$ cat config.mk
export PLATFORM = sky130hd
export DESIGN_NAME = hazard_ctrl_sb_flat
export DESIGN_NICKNAME = d
export VERILOG_FILES = /design/src/rtl/hazard_ctrl_sb_if.sv /design/src/rtl/hazard_ctrl_sb.sv /design/src/flat_wrapper.sv
export SDC_FILE = /design/constraint.sdc
export NUM_CORES = 1
export LEC_CHECK = 0
export CORE_UTILIZATION = 50
export DETAILED_ROUTE_END_ITERATION = 6
export PLACE_DENSITY = 0.75
export RECOVER_POWER = 25
export SYNTH_ARGS = -nofsm -noshare
export SYNTH_HDL_FRONTEND = slang
export SYNTH_SLANG_ARGS = --single-unit
export TNS_END_PERCENT = 100
$ cat constraint.sdc
create_clock -name clk -period 4.3 [get_ports clk]
set_clock_uncertainty 0.1 [all_clocks]
set_input_delay 0.645 -clock clk [delete_from_list [all_inputs] [get_ports clk]]
set_output_delay 0.645 -clock clk [all_outputs]
set_load 0.01 [all_outputs]
$ cat src/rtl/hazard_ctrl_sb_if.sv
// ---------------------------------------------------------------------------
// hazard_ctrl_sb_if
//   Bundle of every signal between the pipeline datapath and the hazard /
//   forwarding controller.
//
//   master : the datapath side. Drives the register addresses, the stage
//            qualifiers and the branch outcome. Receives the forwarding
//            selects, stall/flush controls and MDU status.
//   slave  : the hazard controller (hazard_ctrl_sb).
//
//   Parameters
//     REG_AW : register address width
//     CNT_W  : width of the stall-cycle performance counter
// ---------------------------------------------------------------------------
interface hazard_ctrl_sb_if #(
  parameter int REG_AW = 5,
  parameter int CNT_W  = 16
);

  // Decode stage
  logic [REG_AW-1:0] rs1_d;
  logic [REG_AW-1:0] rs2_d;
  logic              mdu_op_d;

  // Execute stage
  logic [REG_AW-1:0] rs1_e;
  logic [REG_AW-1:0] rs2_e;
  logic [REG_AW-1:0] rd_e;
  logic              memread_e;
  logic              mdu_start_e;
  logic              pc_src_e;

  // Memory and write-back stages
  logic [REG_AW-1:0] rd_m;
  logic [REG_AW-1:0] rd_w;
  logic              regwrite_m;
  logic              regwrite_w;

  // Controller outputs
  logic [1:0]        fwd_a_e;
  logic [1:0]        fwd_b_e;
  logic              stall_f;
  logic              stall_d;
  logic              flush_d;
  logic              flush_e;
  logic              mdu_busy;
  logic              mdu_wb;
  logic [REG_AW-1:0] mdu_rd;
  logic [CNT_W-1:0]  stall_cycles;
  logic              sb_err;

  modport master (
    output rs1_d, rs2_d, mdu_op_d,
    output rs1_e, rs2_e, rd_e, memread_e, mdu_start_e, pc_src_e,
    output rd_m, rd_w, regwrite_m, regwrite_w,
    input  fwd_a_e, fwd_b_e, stall_f, stall_d, flush_d, flush_e,
    input  mdu_busy, mdu_wb, mdu_rd, stall_cycles, sb_err
  );

  modport slave (
    input  rs1_d, rs2_d, mdu_op_d,
    input  rs1_e, rs2_e, rd_e, memread_e, mdu_start_e, pc_src_e,
    input  rd_m, rd_w, regwrite_m, regwrite_w,
    output fwd_a_e, fwd_b_e, stall_f, stall_d, flush_d, flush_e,
    output mdu_busy, mdu_wb, mdu_rd, stall_cycles, sb_err
  );

endinterface

$ cat src/rtl/hazard_ctrl_sb.sv
// ---------------------------------------------------------------------------
// hazard_ctrl_sb
//   Hazard and forwarding controller for the 5-stage RISC-V pipeline.
//   - E-stage operand forwarding from M (priority) and W.
//   - Load-use stall detection.
//   - Taken-branch flush, which overrides any stall.
//   - Per-register scoreboard for one non-pipelined multi-cycle MDU, with
//     an internal latency counter and a one-cycle write-back strobe.
//   - Saturating count of cycles in which D is held.
//
//   Ports
//     clk    : clock
//     reset  : asynchronous, active-high reset
//     hz     : hazard_ctrl_sb_if.slave; pipeline register addresses and
//              qualifiers in, forwarding selects / stall / flush / MDU
//              status / performance counter / error flag out
//
//   Parameters
//     REG_AW  : register address width (2**REG_AW registers)
//     MDU_LAT : cycles from the MDU start edge to the mdu_wb cycle (2..15)
//     CNT_W   : stall-cycle counter width
// ---------------------------------------------------------------------------
module hazard_ctrl_sb #(
  parameter int REG_AW  = 5,
  parameter int MDU_LAT = 4,
  parameter int CNT_W   = 16
) (
  input  logic              clk,
  input  logic              reset,
  hazard_ctrl_sb_if.slave   hz
);

  localparam int NUM_REGS = 2 ** REG_AW;
  localparam int LAT_W    = 4;                       // holds MDU_LAT-1 <= 14
  localparam logic [LAT_W-1:0] LAT_INIT = LAT_W'(MDU_LAT - 1);

  localparam logic [1:0] FWD_RF = 2'b00;
  localparam logic [1:0] FWD_M  = 2'b10;
  localparam logic [1:0] FWD_W  = 2'b01;

  typedef enum logic {
    ST_IDLE = 1'b0,
    ST_BUSY = 1'b1
  } mdu_state_e;

  // -------------------------------------------------------------------------
  // State
  // -------------------------------------------------------------------------
  mdu_state_e          state_q, state_nxt;
  logic [LAT_W-1:0]    lat_cnt_q;
  logic [NUM_REGS-1:0] pending_q, pending_nxt;
  logic [REG_AW-1:0]   mdu_rd_q;
  logic [CNT_W-1:0]    stall_cnt_q;
  logic                sb_err_q;

  // Derived MDU status (output process of the FSM)
  logic busy;
  logic wb;

  // Issue classification for an MDU op leaving E
  logic issue_ok;
  logic issue_bad;

  // Hazards
  logic lu_hazard;
  logic sb_hazard;
  logic stall;

  // -------------------------------------------------------------------------
  // Forwarding
  // -------------------------------------------------------------------------
  function automatic logic [1:0] fwd_sel(
    input logic [REG_AW-1:0] rs,
    input logic [REG_AW-1:0] rd_m,
    input logic              we_m,
    input logic [REG_AW-1:0] rd_w,
    input logic              we_w
  );
    logic [1:0] sel;
    sel = FWD_RF;
    // x0 is hard-wired zero, so a write "to" it must never be forwarded.
    if (we_m && (rd_m == rs) && (rs != '0))
      sel = FWD_M;
    else if (we_w && (rd_w == rs) && (rs != '0))
      sel = FWD_W;
    return sel;
  endfunction

  always_comb begin
    hz.fwd_a_e = fwd_sel(hz.rs1_e, hz.rd_m, hz.regwrite_m, hz.rd_w, hz.regwrite_w);
    hz.fwd_b_e = fwd_sel(hz.rs2_e, hz.rd_m, hz.regwrite_m, hz.rd_w, hz.regwrite_w);
  end

  // -------------------------------------------------------------------------
  // Hazard detection and stall / flush generation
  // -------------------------------------------------------------------------
  always_comb begin
    lu_hazard = hz.memread_e && (hz.rd_e != '0) &&
                ((hz.rd_e == hz.rs1_d) || (hz.rd_e == hz.rs2_d));

    // Register operands waiting on the MDU, plus a structural hazard for a
    // second MDU op while the unit is occupied or being claimed from E.
    sb_hazard = ((hz.rs1_d != '0) && pending_q[hz.rs1_d]) ||
                ((hz.rs2_d != '0) && pending_q[hz.rs2_d]) ||
                (hz.mdu_op_d && (busy || hz.mdu_start_e));

    // A taken branch discards D anyway, so holding it would be pointless.
    stall = (lu_hazard || sb_hazard) && !hz.pc_src_e;
  end

  always_comb begin
    hz.stall_f = stall;
    hz.stall_d = stall;
    hz.flush_d = hz.pc_src_e;
    // While D is held, E must receive a bubble instead of a duplicate.
    hz.flush_e = hz.pc_src_e || lu_hazard || sb_hazard;
  end

  // -------------------------------------------------------------------------
  // MDU sequencing FSM
  // -------------------------------------------------------------------------

  // State register
  // NOTE: every clocked process uses non-blocking (<=) assignments so all
  // registers sample the same pre-edge values; comb processes use blocking.
  always_ff @(posedge clk or posedge reset) begin
    if (reset) state_q <= ST_IDLE;
    else       state_q <= state_nxt;
  end

  // Output process: status is a pure function of the registered state.
  always_comb begin
    busy = (state_q == ST_BUSY);
    wb   = busy && (lat_cnt_q == '0);
  end

  // A new op may issue when idle, or in the completion cycle, because the
  // unit is free again from the next edge onward.
  always_comb begin
    issue_ok  = hz.mdu_start_e && (!busy || wb);
    issue_bad = hz.mdu_start_e && busy && !wb;
  end

  // Next-state process
  always_comb begin
    // NOTE: a default assignment first on every comb output keeps paths
    // without an explicit assignment from inferring a latch.
    state_nxt = state_q;
    unique case (state_q)
      ST_IDLE: if (issue_ok) state_nxt = ST_BUSY;
      ST_BUSY: if (wb)       state_nxt = issue_ok ? ST_BUSY : ST_IDLE;
      default:               state_nxt = ST_IDLE;
    endcase
  end

  // -------------------------------------------------------------------------
  // Scoreboard update: clear on completion first, then set on a new issue,
  // so a back-to-back op to the same register keeps its bit set.
  // -------------------------------------------------------------------------
  always_comb begin
    pending_nxt = pending_q;
    if (wb)
      pending_nxt[mdu_rd_q] = 1'b0;
    if (issue_ok && (hz.rd_e != '0))
      pending_nxt[hz.rd_e] = 1'b1;
  end

  // -------------------------------------------------------------------------
  // Datapath registers: latency counter, scoreboard, destination latch,
  // error flag and performance counter.
  // -------------------------------------------------------------------------
  // NOTE: the pending array is a flop bank, not a RAM, and must be reset:
  // a stale bit after reset would stall its register forever.
  always_ff @(posedge clk or posedge reset) begin
    if (reset) begin
      lat_cnt_q   <= '0;
      pending_q   <= '0;
      mdu_rd_q    <= '0;
      stall_cnt_q <= '0;
      sb_err_q    <= 1'b0;
    end else begin
      pending_q <= pending_nxt;

      if (issue_ok)
        lat_cnt_q <= LAT_INIT;
      else if (busy && (lat_cnt_q != '0))
        lat_cnt_q <= lat_cnt_q - LAT_W'(1);

      if (issue_ok)
        mdu_rd_q <= hz.rd_e;

      // An illegal issue leaves all MDU state untouched and is only flagged.
      if (issue_bad)
        sb_err_q <= 1'b1;

      if (stall && (stall_cnt_q != '1))
        stall_cnt_q <= stall_cnt_q + CNT_W'(1);
    end
  end

  // -------------------------------------------------------------------------
  // Status outputs
  // -------------------------------------------------------------------------
  always_comb begin
    hz.mdu_busy     = busy;
    hz.mdu_wb       = wb;
    hz.mdu_rd       = mdu_rd_q;
    hz.stall_cycles = stall_cnt_q;
    hz.sb_err       = sb_err_q;
  end

endmodule

$ cat src/flat_wrapper.sv
// flat-port wrapper written by rule: the top's interface ports become plain ports
module hazard_ctrl_sb_flat 
#(
  parameter int REG_AW  = 5,
  parameter int MDU_LAT = 4,
  parameter int CNT_W   = 16
)
  (clk, reset, hz_rs1_d, hz_rs2_d, hz_mdu_op_d, hz_rs1_e, hz_rs2_e, hz_rd_e, hz_memread_e, hz_mdu_start_e, hz_pc_src_e, hz_rd_m, hz_rd_w, hz_regwrite_m, hz_regwrite_w, hz_fwd_a_e, hz_fwd_b_e, hz_stall_f, hz_stall_d, hz_flush_d, hz_flush_e, hz_mdu_busy, hz_mdu_wb, hz_mdu_rd, hz_stall_cycles, hz_sb_err);
  hazard_ctrl_sb_if #(.REG_AW(REG_AW), .CNT_W(CNT_W)) hz_i ();
  input  logic clk;
  input  logic reset;
  input wire logic [$bits(hz_i.rs1_d)-1:0] hz_rs1_d;
  input wire logic [$bits(hz_i.rs2_d)-1:0] hz_rs2_d;
  input wire logic [$bits(hz_i.mdu_op_d)-1:0] hz_mdu_op_d;
  input wire logic [$bits(hz_i.rs1_e)-1:0] hz_rs1_e;
  input wire logic [$bits(hz_i.rs2_e)-1:0] hz_rs2_e;
  input wire logic [$bits(hz_i.rd_e)-1:0] hz_rd_e;
  input wire logic [$bits(hz_i.memread_e)-1:0] hz_memread_e;
  input wire logic [$bits(hz_i.mdu_start_e)-1:0] hz_mdu_start_e;
  input wire logic [$bits(hz_i.pc_src_e)-1:0] hz_pc_src_e;
  input wire logic [$bits(hz_i.rd_m)-1:0] hz_rd_m;
  input wire logic [$bits(hz_i.rd_w)-1:0] hz_rd_w;
  input wire logic [$bits(hz_i.regwrite_m)-1:0] hz_regwrite_m;
  input wire logic [$bits(hz_i.regwrite_w)-1:0] hz_regwrite_w;
  output wire logic [$bits(hz_i.fwd_a_e)-1:0] hz_fwd_a_e;
  output wire logic [$bits(hz_i.fwd_b_e)-1:0] hz_fwd_b_e;
  output wire logic [$bits(hz_i.stall_f)-1:0] hz_stall_f;
  output wire logic [$bits(hz_i.stall_d)-1:0] hz_stall_d;
  output wire logic [$bits(hz_i.flush_d)-1:0] hz_flush_d;
  output wire logic [$bits(hz_i.flush_e)-1:0] hz_flush_e;
  output wire logic [$bits(hz_i.mdu_busy)-1:0] hz_mdu_busy;
  output wire logic [$bits(hz_i.mdu_wb)-1:0] hz_mdu_wb;
  output wire logic [$bits(hz_i.mdu_rd)-1:0] hz_mdu_rd;
  output wire logic [$bits(hz_i.stall_cycles)-1:0] hz_stall_cycles;
  output wire logic [$bits(hz_i.sb_err)-1:0] hz_sb_err;
  assign hz_i.rs1_d = hz_rs1_d;
  assign hz_i.rs2_d = hz_rs2_d;
  assign hz_i.mdu_op_d = hz_mdu_op_d;
  assign hz_i.rs1_e = hz_rs1_e;
  assign hz_i.rs2_e = hz_rs2_e;
  assign hz_i.rd_e = hz_rd_e;
  assign hz_i.memread_e = hz_memread_e;
  assign hz_i.mdu_start_e = hz_mdu_start_e;
  assign hz_i.pc_src_e = hz_pc_src_e;
  assign hz_i.rd_m = hz_rd_m;
  assign hz_i.rd_w = hz_rd_w;
  assign hz_i.regwrite_m = hz_regwrite_m;
  assign hz_i.regwrite_w = hz_regwrite_w;
  assign hz_fwd_a_e = hz_i.fwd_a_e;
  assign hz_fwd_b_e = hz_i.fwd_b_e;
  assign hz_stall_f = hz_i.stall_f;
  assign hz_stall_d = hz_i.stall_d;
  assign hz_flush_d = hz_i.flush_d;
  assign hz_flush_e = hz_i.flush_e;
  assign hz_mdu_busy = hz_i.mdu_busy;
  assign hz_mdu_wb = hz_i.mdu_wb;
  assign hz_mdu_rd = hz_i.mdu_rd;
  assign hz_stall_cycles = hz_i.stall_cycles;
  assign hz_sb_err = hz_i.sb_err;
  hazard_ctrl_sb #(.REG_AW(REG_AW), .MDU_LAT(MDU_LAT), .CNT_W(CNT_W)) u_core (.clk(clk), .reset(reset), .hz(hz_i));
endmodule
# Word-level counts from Yosys, hierarchy flattened
# Cells that the tools add are included.
# Widths: inputs -> output; s select.
classes:
  add_sub_neg: 2
  order_cmp: 6
  n_eq_ne: 7
  n_mux: 19
  n_bitwise: 4
  n_reduce_logical: 42
op_table:
  columns: ["operator", "n"]
  rows:
  - ["$mux 32", 2]
  - ["$and 32x32->32", 1]
  - ["$not 32->32", 1]
  - ["$or 32x32->32", 1]
  - ["$eq 5x5->1", 6]
  - ["$reduce_bool 5->1", 5]
  - ["$lt 5x6->1 const B", 4]
  - ["$logic_and 1x1->1", 23]
  - ["$add 16x1->16 const B", 1]
  - ["$ne 16x16->1 const B", 1]
  - ["$bmux 1 s5", 2]
  - ["$demux 1 s5", 2]
  - ["$ge 5x1->1 const B", 2]
  - ["$logic_or 1x1->1", 8]
  - ["$mux 1", 8]
  - ["$mux 4", 2]
  - ["$logic_not 4->1", 1]
  - ["$mux 2", 2]
  - ["$reduce_bool 4->1", 1]
  - ["$sub 4x1->4 const B", 1]
  - ["$logic_not 1->1", 3]
  - ["$pmux 1 s2", 1]
  - ["$reduce_bool 2->1", 1]
  - ["$not 1->1", 1]
word_totals:
  ff_bits: 59
  input_bits: 43
  out_inout_bits: 32
  elab_cells: 86

# Longest topological paths before layout
logic_depth:
  word_depth: 9
  depth_mapped: 10
  ltp_nobuf: 8

# Worst setup path after synthesis
# No wires, ideal clock.
synth_timing:
  path_type: "input to output"
  start: "input port hz_rs1_d[1]"
  end: "output port hz_stall_f"
  arrival_ns: 2.514
  required_ns: 3.555
  slack_ns: 1.041
  cell_stages: 9
  n_path_buf: 3
  cell_sequence: "buf_6 > mux2_4 > or3_1 > a41o_1 > a32oi_2 > nand4_4 > clkbuf_1 > nor2b_1 > buf_4"
synth_via:
  elab_chain_cells: 7
  word_cells_on_any_way: 11
  cone_classes: "eq/ne: 1; mux: 2; reduce/logical: 8"
synth_lines:
  columns: ["item", "line", "text"]
  rows:
  - ["start, declared", "flat_wrapper.sv:12", "input wire logic [$bits(hz_i.rs1_d)-1:0] hz_rs1_d;"]
  - ["$bmux 1 s5", "hazard_ctrl_sb.sv:103", "sb_hazard = ((hz.rs1_d != '0) && pending_q[hz.rs1_d]) ||"]
  - ["$mux 1 (implied by the code)", "hazard_ctrl_sb.sv:103", null]
  - ["$logic_and 1x1->1", "hazard_ctrl_sb.sv:103", null]
  - ["$logic_or 1x1->1", "hazard_ctrl_sb.sv:103", null]
  - ["$logic_or 1x1->1", "hazard_ctrl_sb.sv:104", "((hz.rs2_d != '0) && pending_q[hz.rs2_d]) ||"]
  - ["$logic_or 1x1->1 (*)", "hazard_ctrl_sb.sv:108", "stall = (lu_hazard || sb_hazard) && !hz.pc_src_e;"]
  - ["$logic_and 1x1->1 (*)", "hazard_ctrl_sb.sv:108", null]
  - ["end, declared", "flat_wrapper.sv:27", "output wire logic [$bits(hz_i.stall_f)-1:0] hz_stall_f;"]
# Every way passes the cells marked *; elsewhere a longest branch is shown, timed or not. The select of a mux whose other input is x is not followed.

# Worst setup path in the final report
layout_timing:
  start: "input port hz_rs2_d[1]"
  end: "output port hz_flush_e"
layout_via:
  elab_chain_cells: 6
  word_cells_on_any_way: 11
  cone_classes: "eq/ne: 1; mux: 2; reduce/logical: 8"
layout_lines:
  columns: ["item", "line", "text"]
  rows:
  - ["start, declared", "flat_wrapper.sv:13", "input wire logic [$bits(hz_i.rs2_d)-1:0] hz_rs2_d;"]
  - ["$bmux 1 s5", "hazard_ctrl_sb.sv:104", null]
  - ["$mux 1 (implied by the code)", "hazard_ctrl_sb.sv:104", null]
  - ["$logic_and 1x1->1", "hazard_ctrl_sb.sv:104", null]
  - ["$logic_or 1x1->1", "hazard_ctrl_sb.sv:103", null]
  - ["$logic_or 1x1->1", "hazard_ctrl_sb.sv:104", null]
  - ["$logic_or 1x1->1 (*)", "hazard_ctrl_sb.sv:116", "hz.flush_e = hz.pc_src_e || lu_hazard || sb_hazard;"]
  - ["end, declared", "flat_wrapper.sv:30", "output wire logic [$bits(hz_i.flush_e)-1:0] hz_flush_e;"]
# Marks and branches as above.

==> results.md <==
- Result of the run: complete, no violations
- Finished Layout Cells: 546
- Routed length per instance: 18.64 um
- Gr usage total: 28.42%
- Seq pwr share: 42.7%
- Minimum clock period after layout: 4086 ps
- Type of the worst setup path: in -> out
- Share of synthesized area occupied by flip-flops and latches: 40.18%
- Internal power summed over all cells: 1.494 mW
- Maximum number of pins on one net before global-route repair: 36
- I/O pin count: 75
- Inserted Diodes: 0
- Number of max-slew violations in the final report: 0
- Transition at the pin with the smallest max-transition slack: 1300 ps
- Data required time at the worst endpoint: 3560 ps
- Largest fanout on the critical path: 8
- H-tree depth: 3
- Total standard cell area after synthesis: 0.003675 sq mm
- Number of buffers inserted by post-CTS setup repair: 0
- Number of synthesized flops with an enable pin: 0
- Delay-heaviest family, CP: buffers and inverters
- Ratio of cells with drive above 1 in the final layout: 10.89%
- Master cell of the clock root buffer: sky130_fd_sc_hd__clkbuf_8
- Number of nets with antenna violations after detailed routing: 0
- Worst hold-check path type: reg -> reg
- Core utilization of the finished layout: 67.75%
- IO Port Bufs: 74
- Via Count: 3366
- Commonest non-fill, non-tap cell in the layout: sky130_fd_sc_hd__clkdlybuf4s50_1
- Proportion of register bits with asynchronous set or reset after synthesis: 100.0%
- Critical Path Slowest Stage Cell: sky130_fd_sc_hd__clkdlybuf4s50_1
- Max Buffers Root-to-Sink: 2
- Global-route wire length before repair: 16600 um
- Warnings, synthesis: 0
- Die Span Y: 87.73 um
- Number of hold violations in the final report: 0
- Detail Route met2 WL: 4933 um
- Number of CTS-inserted buffers: 9
- Clock-pin slew of the registers on the worst-case setup and hold paths: 60 ps
- CP bufs+invs: 2
- Capturing element type of the critical path: output port
- Overall die area: 0.007697 sq mm
- Max-Cap Viols: 0
- Worst-case headroom to the max-slew limit: 13.26%
- Violation count after the first detailed-routing iteration: 273
- HPWL Detailed: 7372 um
- Detail-routed via count per cell: 6.165
- Routed length on met3: 638 um
- Core footprint: 0.006944 sq mm
- Share of the synthesized area in the top cell type: 40.18%
- Total power: 2.356 mW
- Power per unit of standard cell area: 500.8 mW/mm^2
- Number of global-route vias before repair: 3318
- Final TNS setup: 0 ps
- Number of detailed-routing iterations run before antenna repair: 5
- Combinational Power Share: 35.9%
- Routed length on met1: 4386 um
- Area Overhead vs Synth: 28.02%
- Cell count after placement: 530
- Total of flip-flops plus latches after synthesis: 59
- Total Wirelength: 10180 um
- Synthesized instance count: 371
- Ordered cell list for the critical path: clkdlybuf4s50_1 -> mux4_2 -> mux2i_1 -> a21oi_1 -> a32oi_2 -> nand4_4 -> or2_1 -> clkdlybuf4s50_1
- Number of nets in the final layout: 490
- Clock tree from TritonCTS: yes
- Worst VDD drop: 309.1 uV
- Delay contributed by the slowest stage of the critical path: 740 ps
- Cells taking the most area after synthesis: sky130_fd_sc_hd__dfrtp_1 (40%), sky130_fd_sc_hd__xnor2_1 (10%), sky130_fd_sc_hd__o21ai_0 (8.9%)
- Commonest non-fill, non-tap cells in the layout: sky130_fd_sc_hd__clkdlybuf4s50_1 (72), sky130_fd_sc_hd__o21ai_0 (65), sky130_fd_sc_hd__dfrtp_1 (59), sky130_fd_sc_hd__xnor2_1 (42), sky130_fd_sc_hd__nand2_1 (20)
- Proportion of power drawn by the clock network: 21.4%
- Width of the die: 87.73 um
- Mean area per synthesized cell: 9.905 sq um
- Startpoint type of the worst setup path: input port
- Largest area contributor in the synthesized netlist: sky130_fd_sc_hd__dfrtp_1
- Filler cell count in the final layout: 579
- Antenna violations before repair: 0
- Highest Clock Rate: 0.2447 GHz
- Clock sink count: 59
- Count of instances resized after the clock tree is built: 0
- Unique cell type count in the Yosys netlist: 52
- Effective utilization at floorplan: 52.92%
- Insertion delay of the later-clocked pin in the worst-skew pair: 340 ps
- RSZ-0062 raised after global routing: false
- # setup viols final: 0
- GR Overflow Total: 0
- Endpoint arrival time on the critical path: 3340 ps
- Residual DRC count: 0
- Switching Share: 36.59%
- Synth Net Count: 416
- Routability cong.: 0.9284
- Switching component of the power: 0.8620 mW
- Prevailing post-synth register cell: sky130_fd_sc_hd__dfrtp_1
- Rows: 30
- Most frequent CP cell: sky130_fd_sc_hd__clkdlybuf4s50_1
- Fin crit share: 95.03%
- Top metal layer carrying routed signals: met4
- Leak: 1.697 nW
- Number of buffers added to fix hold violations after cts: 0
[path summary, 6_finish.rpt]
kind,from,to,slack (ps),cells past startpoint
worst max-delay path,hz_rs2_d[1],hz_flush_e,210,8
max in group asynchronous,reset,u_core.hz.mdu_rd[0],2070,3
worst min register to register,u_core.hz.sb_err,u_core.hz.sb_err,360,1
min in group asynchronous,reset,u_core.hz.stall_cycles[5],1020,2
worst max register to register,u_core.pending_q[17],u_core.hz.stall_cycles[1],1700,8
worst min-delay path,u_core.hz.sb_err,u_core.hz.sb_err,360,1
[per-layer routing]
layer / vias to the layer above / GRT usage (%)
met5: - / 0
met4: 0 / 9.538
met3: 22 / 5.938
met2: 156 / 46.16
met1: 1680 / 37.98
li1: 1508 / -
[metrics by stage]
stage | cell area [sq um] | setup WS, ps | hold slack [ps]
3_3_place_gp | 4509 | 265.9 | 348.5
5_1_grt | 4705 | 89.65 | 387.3
3_5_place_dp | 4509 | 253.8 | 347.1
4_1_cts | 4705 | 238.7 | 363.1
6_report | 4705 | 213.8 | 357.9
2_1_floorplan | 3675 | 1041 | 349.5
[registers in the layout, indices dropped and copies added, names as in the netlist]
signal                  count
u_core.hz.stall_cycles     16
u_core.lat_cnt_q            4
u_core.pending_q           32
u_core.hz.mdu_rd            5
u_core.hz.sb_err            1
u_core.hz.mdu_busy          1
[cells by family (layout without fill, tap and decap cells)]
group                      after synthesis  after routing  share of synthesized area [%]
xor gates and xnor gates                45             45                          10.73
muxes                                   29             29                          11.47
and+or+nand+nor                        122            122                          19.58
adders and majority gates                2              2                         0.6809
buffers and inverters                   27            106                          3.473
DFF                                     59             59                          40.18
AOI/OAI and AO/OA                       87             87                          13.89
[Yosys cell counts (all sizes together) (4+ instances only)]
library cell  count
o21ai            65
dfrtp            59
xnor2            42
nand2            20
nand3            17
clkbuf           14
nor2             13
mux2i            11
nand3b           11
nand4            11
mux2              9
mux4              9
and3              8
buf               8
nand2b            6
nor2b             6
inv               5
nand4b            5
nor3              5
nor4              4
or3               4
[cell type report]
| class | count | area (sq um) | share of cell area [%] |
|---|---|---|---|
| Clock inverter | 4 | 50.05 | 1.064 |
| Tap cell | 96 | 120.1 | 2.553 |
| Timing Repair Buffer | 85 | 823.3 | 17.50 |
| Clock buffer | 12 | 145.1 | 3.085 |
| Inverter | 5 | 18.77 | 0.3989 |
| Sequential cell | 59 | 1476 | 31.38 |
| Multi-Input combinational cell | 285 | 2071 | 44.02 |
[power groups by stage]
stage | clock (mW) | combinational, mW | sequential, mW
after floorplan | 0 | 0.544 | 0.920
after global placement | 0 | 0.809 | 0.994
after detailed placement | 0 | 0.839 | 1.00
after CTS | 0.508 | 0.845 | 0.994
after global routing | 0.536 | 0.926 | 1.03
final | 0.505 | 0.846 | 1.01
Power figures use the tool's default switching activity.
==> RTL change 1, RTL diff (config.mk and constraints unchanged) <==
Reset style: synchronous (`reset`), changed in 2 clocked blocks. Comments in the files are not updated.
--- a/src/rtl/hazard_ctrl_sb.sv
+++ b/src/rtl/hazard_ctrl_sb.sv
@@ -123,7 +123,7 @@
   // State register
   // NOTE: every clocked process uses non-blocking (<=) assignments so all
   // registers sample the same pre-edge values; comb processes use blocking.
-  always_ff @(posedge clk or posedge reset) begin
+  always_ff @(posedge clk) begin
     if (reset) state_q <= ST_IDLE;
     else       state_q <= state_nxt;
   end
@@ -171,7 +171,7 @@
   // -------------------------------------------------------------------------
   // NOTE: the pending array is a flop bank, not a RAM, and must be reset:
   // a stale bit after reset would stall its register forever.
-  always_ff @(posedge clk or posedge reset) begin
+  always_ff @(posedge clk) begin
     if (reset) begin
       lat_cnt_q   <= '0;
       pending_q   <= '0;
Formal check against the unedited RTL: differs if reset is asserted again (counterexample within 4 cycles, from zero or initial values and one cycle with reset high); with reset held inactive, the same outputs for 10 cycles.
==> RTL change 1 against the original RTL <==
Wire length is 1.5% higher; area after synthesis is 1.0% higher; die area is 0.99% higher; count of clock-buffer cells in the layout is 1 lower; worst hold slack better by 8.0 ps; sequential cell count stayed put; design area is 0.40% lower; setup slack better by 70 ps; critical endpoint is now hz_stall_f; highest routed layer unchanged.
Power is not compared: it rests on default switching activity, and its combinational part moved more than twofold at a synthesized area within 25%.
==> RTL change 1: results (changes against the original RTL) <==
metric,value,unit,change
run_status,"finished, final reports clean",,
async_flop_share,0,%,-100 points
wl_per_cell,16.6,um,-11%
grt_first_pass_wirelength,16.3,mm,-2.0%
cts-buffers-inserted,9,,unchanged
gp_congestion,0.923,,-0.60%
worst_pin_slew,1040,ps,-255 ps
regMostFlops,u_core.pending_q,,
dpl.hpwl,7.59,mm,+2.9%
synthTopCellsByArea,"dfxtp_1, nand2_1, xnor2_1",,
antennaDiodeCount,0,,unchanged
groute.usage.overall,27.4,%,-1.0 points
final_util,64.9,%,-2.8 points
yosysSeqAreaShare,31.8,%,-8.4 points
wirelength,10.3,mm,+1.5%
vias,3626,,+7.7%
largest_reg_flops,32,,unchanged
peakVddDrop,0.000220,V,
dpl_cell_area,4500,um2,-0.19%
drive_gt1_share,9.94,%,-0.95 points
avgSynthCellArea,8.21,um2,-17%
drt-initial-drc-count,201,,-26%
cts-root-buf,clkbuf_8,,
grt_max_degree,44,,+22%
synth_flop_cell,dfxtp_1,,
use_met1,36.0,%,-2.0 points
arrival,3270,ps,-70 ps
cellLeakagePower,1.70,nW,
clk-power,0.487,mW,
n_fill_cell,635,,+9.7%
swShare,28.0,%,
htree_levels,3,,unchanged
firstDrtPassIters,4,,-1
cts.clk_slew.worst_paths,70,ps,
post_cts_resized,0,,unchanged
netlist-cell-type-count,55,,+5.8%
cts_buffer_depth,2,,unchanged
post-place-ws,291,ps,+37.4 ps
place_inst,606,,+14%
cp_max_fo,13,,+5
synth_common_cells,"nand2_1, dfxtp_1, a21oi_1",,
layout.nets,564,,+15%
grt_pass1_vias,3406,,+2.7%
grt_util_met3,4.81,%,-1.1 points
grt_util_met2,45.6,%,-0.56 points
syn_nets,498,,+20%
-- RTL change 1: cell types whose count changed after synthesis, sizes merged, moves of 11 or more --
cell and change:
a21oi +40, dfrtp -59, dfxtp +59, nand2 +44, nand3b -11, nor2 +14, o21ai -35, xnor2 -16
-- RTL change 1: cells by family (layout without fill, tap and decap cells) --
family	count (synthesis)	count (layout)	synth area share, %
simple gates	179	179	24.3
mux	33	33	12.6
xor+xnor	31	31	7.31
fa+ha+maj	3	3	1.01
compound gates	108	108	17.9
flops	59	59	31.8
buf+inv	39	110	5.06
-- RTL change 1: path summary, 6_finish.rpt --
| check | startpoint | to | slack, ps | cells past startpoint |
|---|---|---|---|---|
| setup / recovery | hz_rs2_d[2] | hz_stall_f | 280 | 7 |
| setup reg to reg | u_core.hz.stall_cycles[7] | u_core.hz.stall_cycles[3] | 1680 | 7 |
| hold reg to reg | u_core.hz.sb_err | u_core.hz.sb_err | 370 | 2 |
| hold / removal | u_core.hz.sb_err | u_core.hz.sb_err | 370 | 2 |
-- RTL change 1: worst max-delay path: stages --
cell and delay, ps:
clkdlybuf4s50_1 750, mux4_2 390, o221a_2 290, a2111oi_2 350, and3_4 300, nor2_1 60, clkdlybuf4s50_1 480
-- RTL change 1: layout make-up --
cell class	count	share of cell area (%)
Timing Repair Buffer	85	17.5
Inverter	9	0.721
Clock buffer	11	2.80
Sequential cell	59	25.2
Multi-Input combinational cell	354	50.0
Tap cell	99	2.64
Clock inverter	5	1.15
-- RTL change 1: layer usage --
metal  vias up  part of all wire, %
li1       1763                    -
met1      1683                   43
met2       164                   47
met3        16                  7.9
met4         0                  1.5
met5         -                    0
==> RTL change 2, RTL diff (same flow settings) <==
Without the edit above. `CNT_W` is set to 16 in 3 places; all go to 32.
--- a/src/rtl/hazard_ctrl_sb_if.sv
+++ b/src/rtl/hazard_ctrl_sb_if.sv
@@ -14,7 +14,7 @@
 // ---------------------------------------------------------------------------
 interface hazard_ctrl_sb_if #(
   parameter int REG_AW = 5,
-  parameter int CNT_W  = 16
+  parameter int CNT_W  = 32
 );
 
   // Decode stage
--- a/src/rtl/hazard_ctrl_sb.sv
+++ b/src/rtl/hazard_ctrl_sb.sv
@@ -23,7 +23,7 @@
 module hazard_ctrl_sb #(
   parameter int REG_AW  = 5,
   parameter int MDU_LAT = 4,
-  parameter int CNT_W   = 16
+  parameter int CNT_W   = 32
 ) (
   input  logic              clk,
   input  logic              reset,
--- a/src/flat_wrapper.sv
+++ b/src/flat_wrapper.sv
@@ -3,7 +3,7 @@
 #(
   parameter int REG_AW  = 5,
   parameter int MDU_LAT = 4,
-  parameter int CNT_W   = 16
+  parameter int CNT_W   = 32
 )
   (clk, reset, hz_rs1_d, hz_rs2_d, hz_mdu_op_d, hz_rs1_e, hz_rs2_e, hz_rd_e, hz_memread_e, hz_mdu_start_e, hz_pc_src_e, hz_rd_m, hz_rd_w, hz_regwrite_m, hz_regwrite_w, hz_fwd_a_e, hz_fwd_b_e, hz_stall_f, hz_stall_d, hz_flush_d, hz_flush_e, hz_mdu_busy, hz_mdu_wb, hz_mdu_rd, hz_stall_cycles, hz_sb_err);
   hazard_ctrl_sb_if #(.REG_AW(REG_AW), .CNT_W(CNT_W)) hz_i ();
Interface: changed (resized hz_stall_cycles); port bits go from 75 to 91. No check against the original RTL was run, so the function may have changed too.
==> RTL change 2 against the original RTL <==
Largest cell class unchanged; setup slack got worse by 7.9 ps; synthesized cell count rose by 21%; area after synthesis rose by 22%; global-route usage is 1.3 points lower; largest power group unchanged; sequential cell count increased by 15; design area rose by 20%; wire length up 16%; power increased by 10%; highest routed layer unchanged.
==> RTL change 2: results (changes against the original RTL) <==
metric,value,unit,change
wirelength,11.8,mm,+16%
syn_inst,450,,+21%
synth-adder-area-share,0.560,%,-0.12 points
muxShareOfSynthArea,9.85,%,-1.6 points
place_inst,636,,+20%
layout.nets,584,,+19%
groute.usage.overall,27.2,%,-1.3 points
grt_first_pass_wirelength,19.3,mm,+16%
yosysSeqAreaShare,41.4,%,+1.3 points
cellLeakagePower,2.20,nW,+29%
cp_max_fo,3,,-5
portBuffers,90,,+22%
swShare,38.1,%,+1.5 points
dpl.hpwl,8.72,mm,+18%
synth_xor_area_share,12.0,%,+1.2 points
cts.clk_slew.worst_paths,80,ps,+20 ps
synthToLayoutAreaGrowth,26.3,%,
grt_max_degree,54,,+50%
yosysMostFrequentCell,dfrtp_1,,
netlist-cell-type-count,50,,-3.8%
cts_setup_buffers,0,,unchanged
holdPathEnd,u_core.hz.sb_err,,
drive_gt1_share,10.1,%,-0.78 points
drt-initial-drc-count,262,,-4.0%
arrival,3350,ps,about the same
n_fill_cell,697,,+20%
post-place-ws,200,ps,-54.2 ps
r2r_slack,1380,ps,-320 ps
clock_latency,360,ps,+20 ps
gp_congestion,0.926,,-0.24%
synth-compound-area-share,10.6,%,-3.3 points
synth_common_cells,"dfrtp_1, o21ai_0, xor2_1",,
wl_per_cell,18.2,um,-2.6%
firstDrtPassIters,4,,-1
antennaDiodeCount,0,,unchanged
yosysWarnings,0,,unchanged
whs,360,ps,+2.33 ps
syn_nets,495,,+19%
peakVddDrop,0.000367,V,+19%
reg2reg_from,u_core.pending_q[19],,
ff2ff_path_depth,7,,-1
synthTopCellsByArea,"dfrtp_1, xor2_1, o21ai_0",,
worst_pin_slew,1290,ps,-8.60 ps
cts-root-buf,clkbuf_8,,
run_status,"finished, final reports clean",,
dpl_cell_area,5460,um2,+21%
grt_pass1_vias,3984,,+20%
via_per_inst,6.12,,-0.68%
[RTL change 2: cell count changes after synthesis, moves of 7 or more]
cell / change
xnor2_1: -23
nand3_1: -7
xor2_1: +39
nor4_1: +11
nand2_1: +12
nor3_1: +16
dfrtp_1: +15
[RTL change 2: logic make-up (layout without fill, tap and decap cells)]
logic type / count (synthesis) / after routing
flops: 74 / 74
buf+inv: 31 / 125
simple gates: 168 / 168
xor+xnor: 61 / 61
compound gates: 85 / 85
fa+ha+maj: 2 / 2
mux: 29 / 29
[RTL change 2: worst max path at each step]
stage | slack (ps) | end | cells after the start
after global routing | 100 | hz_stall_d | 7
after floorplan | 920 | hz_stall_f | 8
final | 210 | hz_stall_d | 7
after CTS | 180 | hz_stall_d | 7
after detailed placement | 200 | hz_stall_d | 7
after global placement | 270 | hz_stall_f | 7
[RTL change 2: metal layers]
| metal | track usage (%) | wire length, um |
|---|---|---|
| met3 | 5.87 | 943 |
| met4 | 10.9 | 247 |
| met5 | 0 | 0 |
| met2 | 44.0 | 5630 |
| met1 | 35.4 | 5020 |
[RTL change 2: area by class of cell]
type,instances,area share [%]
inverter,7,0.465
clock inverter,7,1.22
tap,108,2.39
clock buffer,9,2.19
sequential,74,32.8
timing repair buffer,102,17.5
multi-input combinational,345,43.4
[RTL change 2: critical path, stage by stage]
cell	delay, ps
clkdlybuf4s50_1	550
mux4_1	560
mux2_2	280
o211a_1	240
nor4_4	430
nor2_1	110
clkdlybuf4s50_1	520
[RTL change 2: power by group through the flow]
stage               Combinational [mW]  Sequential [mW]  Clock (mW)
finish                           0.885             1.17       0.536
global route                     0.977             1.20       0.564
CTS                              0.889             1.16       0.540
detailed placement               0.882             1.17           0
global placement                 0.854             1.17           0
floorplan                        0.561             1.10           0
